===== src/rtl/bram_capture_ctrl.sv =====
// Sinc-triggered ADC frame capture into a ping-pong BRAM.
// Skips DELAY valid samples after an edge, then writes NUM_SAMPLES samples to one bank.
module bram_capture_ctrl #(
    parameter int DATA_W      = 16,
    parameter int ADDR_W      = 10,
    parameter int NUM_SAMPLES = 1000,
    parameter int DELAY       = 0
) (
    input  logic              clk,
    input  logic              rst,
    input  logic              sinc_edge,
    input  logic              enable,
    input  logic [DATA_W-1:0] adc_data,
    input  logic              adc_valid,
    input  logic              clr_overrun,
    output logic              bram_we,
    output logic [ADDR_W:0]   bram_addr,
    output logic [DATA_W-1:0] bram_din,
    output logic              busy,
    output logic              done,
    output logic              ready_bank,
    output logic [15:0]       frame_count,
    output logic              overrun
);

    typedef enum logic [1:0] {
        IDLE,
        WAIT_DELAY,
        CAPTURE,
        DONE
    } state_t;

    localparam logic [ADDR_W-1:0] IDX_LAST = ADDR_W'(NUM_SAMPLES - 1);
    localparam logic [15:0] DLY_LAST =
        (DELAY == 0) ? 16'd0 : 16'(DELAY - 1);
    localparam state_t START = (DELAY == 0) ? CAPTURE : WAIT_DELAY;

    state_t            state;
    state_t            state_n;
    logic [15:0]       dly_cnt;
    logic [15:0]       dly_n;
    logic [ADDR_W-1:0] idx;
    logic [ADDR_W-1:0] idx_n;
    logic              bank;
    logic              wr_n;
    logic              fin;

    always_comb begin
        state_n = state;
        dly_n   = dly_cnt;
        idx_n   = idx;
        wr_n    = 1'b0;
        fin     = 1'b0;
        unique case (state)
            IDLE: begin
                if (sinc_edge && enable) begin
                    state_n = START;
                    dly_n   = '0;
                    idx_n   = '0;
                end
            end
            WAIT_DELAY: begin
                if (!enable) begin
                    state_n = IDLE;
                    dly_n   = '0;
                end else if (adc_valid) begin
                    // the DELAY-th valid sample is dropped, not written
                    if (dly_cnt == DLY_LAST) begin
                        state_n = CAPTURE;
                        dly_n   = '0;
                    end else begin
                        dly_n = dly_cnt + 16'd1;
                    end
                end
            end
            CAPTURE: begin
                if (!enable) begin
                    state_n = IDLE;
                    idx_n   = '0;
                end else if (adc_valid) begin
                    wr_n = 1'b1;
                    if (idx == IDX_LAST) begin
                        state_n = DONE;
                        idx_n   = '0;
                    end else begin
                        idx_n = idx + ADDR_W'(1);
                    end
                end
            end
            DONE: begin
                state_n = IDLE;
                fin     = 1'b1;
            end
            default: state_n = IDLE;
        endcase
    end

    always_ff @(posedge clk) begin
        if (rst) begin
            state       <= IDLE;
            dly_cnt     <= '0;
            idx         <= '0;
            bank        <= 1'b0;
            bram_we     <= 1'b0;
            bram_addr   <= '0;
            bram_din    <= '0;
            busy        <= 1'b0;
            done        <= 1'b0;
            ready_bank  <= 1'b0;
            frame_count <= '0;
            overrun     <= 1'b0;
        end else begin
            state   <= state_n;
            dly_cnt <= dly_n;
            idx     <= idx_n;
            bram_we <= wr_n;
            busy    <= (state_n != IDLE);
            done    <= fin;
            if (wr_n) begin
                bram_addr <= {bank, idx};
                bram_din  <= adc_data;
            end
            if (fin) begin
                ready_bank  <= bank;
                bank        <= ~bank;
                frame_count <= frame_count + 16'd1;
            end
            // a late edge takes priority over a clear in the same cycle
            if (sinc_edge && (state != IDLE)) begin
                overrun <= 1'b1;
            end else if (clr_overrun) begin
                overrun <= 1'b0;
            end
        end
    end

endmodule

===== config.mk =====
export PLATFORM = sky130hd
export DESIGN_NAME = bram_capture_ctrl
export DESIGN_NICKNAME = d
export VERILOG_FILES = /design/src/rtl/bram_capture_ctrl.sv
export SDC_FILE = /design/constraint.sdc
export NUM_CORES = 1
export LEC_CHECK = 0
export BUFFER_PORTS_ARGS = -buffer_cell sky130_fd_sc_hd__clkbuf_2
export CAP_MARGIN = 20
export CORE_MARGIN = 2
export CORE_UTILIZATION = 30
export CTS_CLUSTER_DIAMETER = 200
export DETAILED_ROUTE_END_ITERATION = 16
export PLACE_DENSITY = 0.56
export SLEW_MARGIN = 30
export SYNTH_ARGS = -nofsm -noshare
export SYNTH_HDL_FRONTEND = slang
export SYNTH_SLANG_ARGS = --single-unit

===== constraint.sdc =====
create_clock -name clk -period 1.5 [get_ports clk]
set_input_delay 0.225 -clock clk [delete_from_list [all_inputs] [get_ports clk]]
set_output_delay 0.225 -clock clk [all_outputs]
set_load 0.01 [all_outputs]

==> flow_metrics.tcl <==
set metrics [dict create \
    outcome "completed" \
    finalSetupViolCount 0 \
    syn2layout_area_growth_pct 32.2 \
    clock_sinks 77 \
    cts_made_buffers 9 \
    max_clock_freq_mhz 668 \
    drt_iter0_drc 96 \
    final.period_utilization_pct 99.8 \
    insertion_delay_ps 350 \
    synthArstFlopShare_pct 0 \
    critPathKind "reg -> reg" \
    ir_drop_mv 0.334 \
    slew_headroom_pct 73.1 \
    overflow 0 \
    rsz0062_at_grt "yes" \
    drive_gt1_share_pct 34.0 \
    dieHeight_um 108 \
    drtAntennaViolNets 0 \
    dieArea_mm2 0.0117 \
    vias 2877 \
    grt_max_degree 35 \
    dp_hpwl_mm 5.25 \
    hold_buffers 0 \
    synth_edf_count 0 \
    clk_pin_slew_worst_paths_ps 80 \
    cts_max_level 3 \
    postSynthAreaPerCell_um2 8.64 \
    synth_area_mm2 0.00326 \
    first_global_vias 2768 \
    drt-total-wl_mm 7.64 \
    io_pins 70 \
    cellLeakagePower_nw 1.70 \
    yosysWarnings 0 \
    firstDrtPassIters 4 \
    final.fill_count 1094 \
    layout_min_cycle_time_ps 1500 \
    report.final.hold_viol_count 0 \
    cts_tree "built" \
    num_antenna_cells 0 \
    tightest_slew_ps 403 \
    seq_area_frac_synth_pct 47.3 \
    cp-start-kind "register" \
    drc 0 \
    root_buffer "clkbuf_8" \
    grt_pass1_wl_mm 12.6 \
    ys.flop_type "dfxtp_1" \
    hp-class "in -> reg" \
    final_nets 507 \
    antenna_found_initial 0 \
    maxCapViolations 0 \
    worstPathRequired_ps 1750 \
    die_x_um 108 \
    drt-vias-per-instance 4.60 \
    ys_ff_latch 77 \
    path_max_fanout 8 \
    power_w 0.00387 \
    cts_buffer_depth 2 \
    track_usage_pct 13.6 \
    numPortBuffers 69 \
    syn_nets 403 \
    end_kind "register" \
    avgRoutedWirePerCell_um 12.2 \
    core_mm2 0.0107 \
    worstPathArrival_ps 1750 \
    slew_violations 0 \
    fin_skew_ps 5.16 \
    yosys.cell_types.count 40 \
    place.gp.congestion 0.768 \
    synthCells 377 \
    power.density_mw_per_mm2 899 \
    start_util_pct 30.4 \
    hold_slack_ps 86.5 \
    rows 38 \
]
repair_timing:
item                       4_1_cts  5_1_grt
pin swaps                        4        6
setup buffers                    1        3
setup endpoints to repair       28       36
cloned                           2        0
resized for setup               14       16
metal layers:
layer	routed length [um]	part of all wire [%]	track usage (%)	up-vias
met2	3620	47	22.6	52
met5	0	0	0	-
met3	370	4.8	2.59	11
met1	3490	46	16.5	1348
li1	-	-	-	1466
met4	166	2.2	7.97	0
state kept, by name (all words and copies together) (netlist names), 2 cells and up:
signal       count
bram_din        16
dly_cnt         16
frame_count     16
bram_addr       11
idx             10
state            2
logic make-up after synthesis:
group,count (synthesis),share of synthesized area (%)
AOI/OAI and AO/OA,43,7.99
xor gates and xnor gates,38,10.2
adders and majority gates,4,1.54
buffers and inverters,25,4.15
DFF,77,47.3
muxes,2,0.615
and+or+nand+nor,188,28.2
placed cells by master (no fill, tap or decap), types with 3 or more instances in the layout:
master,synthesis,routed
and3_1,6,6
nor2_1,46,43
nand4_1,12,12
nor2_2,2,4
o21ai_0,3,3
nand2_1,78,78
inv_1,7,5
nor4_2,1,4
buf_4,2,38
nor3_1,4,4
nor3_2,7,7
clkbuf_8,0,10
and4_1,3,3
dfxtp_1,77,69
xnor2_1,20,20
nand3_1,11,10
clkinv_2,0,4
dfxtp_2,0,7
clkbuf_2,0,69
a21oi_1,33,32
xor2_1,18,18
cells in the mapped netlist (3+ instances only):
cell / number / area [um2]
inv_1: 7 / 26.3
ha_1: 4 / 50.1
nor2_1: 46 / 173
buf_6: 4 / 45.0
nand4_1: 12 / 75.1
xor2_1: 18 / 158
buf_2: 3 / 15.0
o21ai_0: 3 / 15.0
nand2_1: 78 / 293
a21oi_1: 33 / 165
and4_1: 3 / 26.3
nor4_1: 5 / 31.3
nor3_2: 7 / 70.1
nor3_1: 4 / 20.0
dfxtp_1: 77 / 1540
nand3_1: 11 / 55.1
and3_1: 6 / 37.5
xnor2_1: 20 / 175
clkbuf_1: 9 / 33.8
metrics by stage:
step	utilization (%)	instance area [um2]	TNS, ps	std cells	setup WS [ps]
2_1_floorplan	-	3260	0	377	12.9
3_3_place_gp	37.0	3960	-1400	604	-116
3_5_place_dp	37.0	3960	-2640	604	-170
4_1_cts	39.6	4240	0	623	2.88
5_1_grt	40.2	4310	-1490	626	-89.8
6_report	40.2	4310	0	626	3.50
final cells by class:
class	instances	area, um2	area share (%)
clock buffer	11	141	3.28
multi-input combinational	276	1690	39.1
inverter	7	26.3	0.610
timing repair buffer	110	673	15.6
clock inverter	5	50.0	1.16
sequential	77	1550	36.1
tap	140	175	4.07
power breakdown:
part           internal, W  switching (W)
clock network     0.000803       0.000736
registers          0.00206      0.0000111
logic             0.000120       0.000141
total              0.00298       0.000888
path summary, 6_finish.rpt:
kind	cells past startpoint	slack (ps)	to	from
setup reg to reg	7	4	dly_cnt[12]	dly_cnt[0]
hold reg to reg	2	450	bram_din[7]	bram_din[7]
hold / removal	3	90	bram_din[11]	adc_data[11]
setup / recovery	7	4	dly_cnt[12]	dly_cnt[0]
worst max-delay path: stages (launching register included):
cell and delay [ps]:
dfxtp_2 330, inv_2 70, ha_4 130, nor4b_4 170, nand4_1 180, a22oi_2 280
buf_6 190, nor2_1 60
No activity file was read; power rests on OpenSTA's default activity.
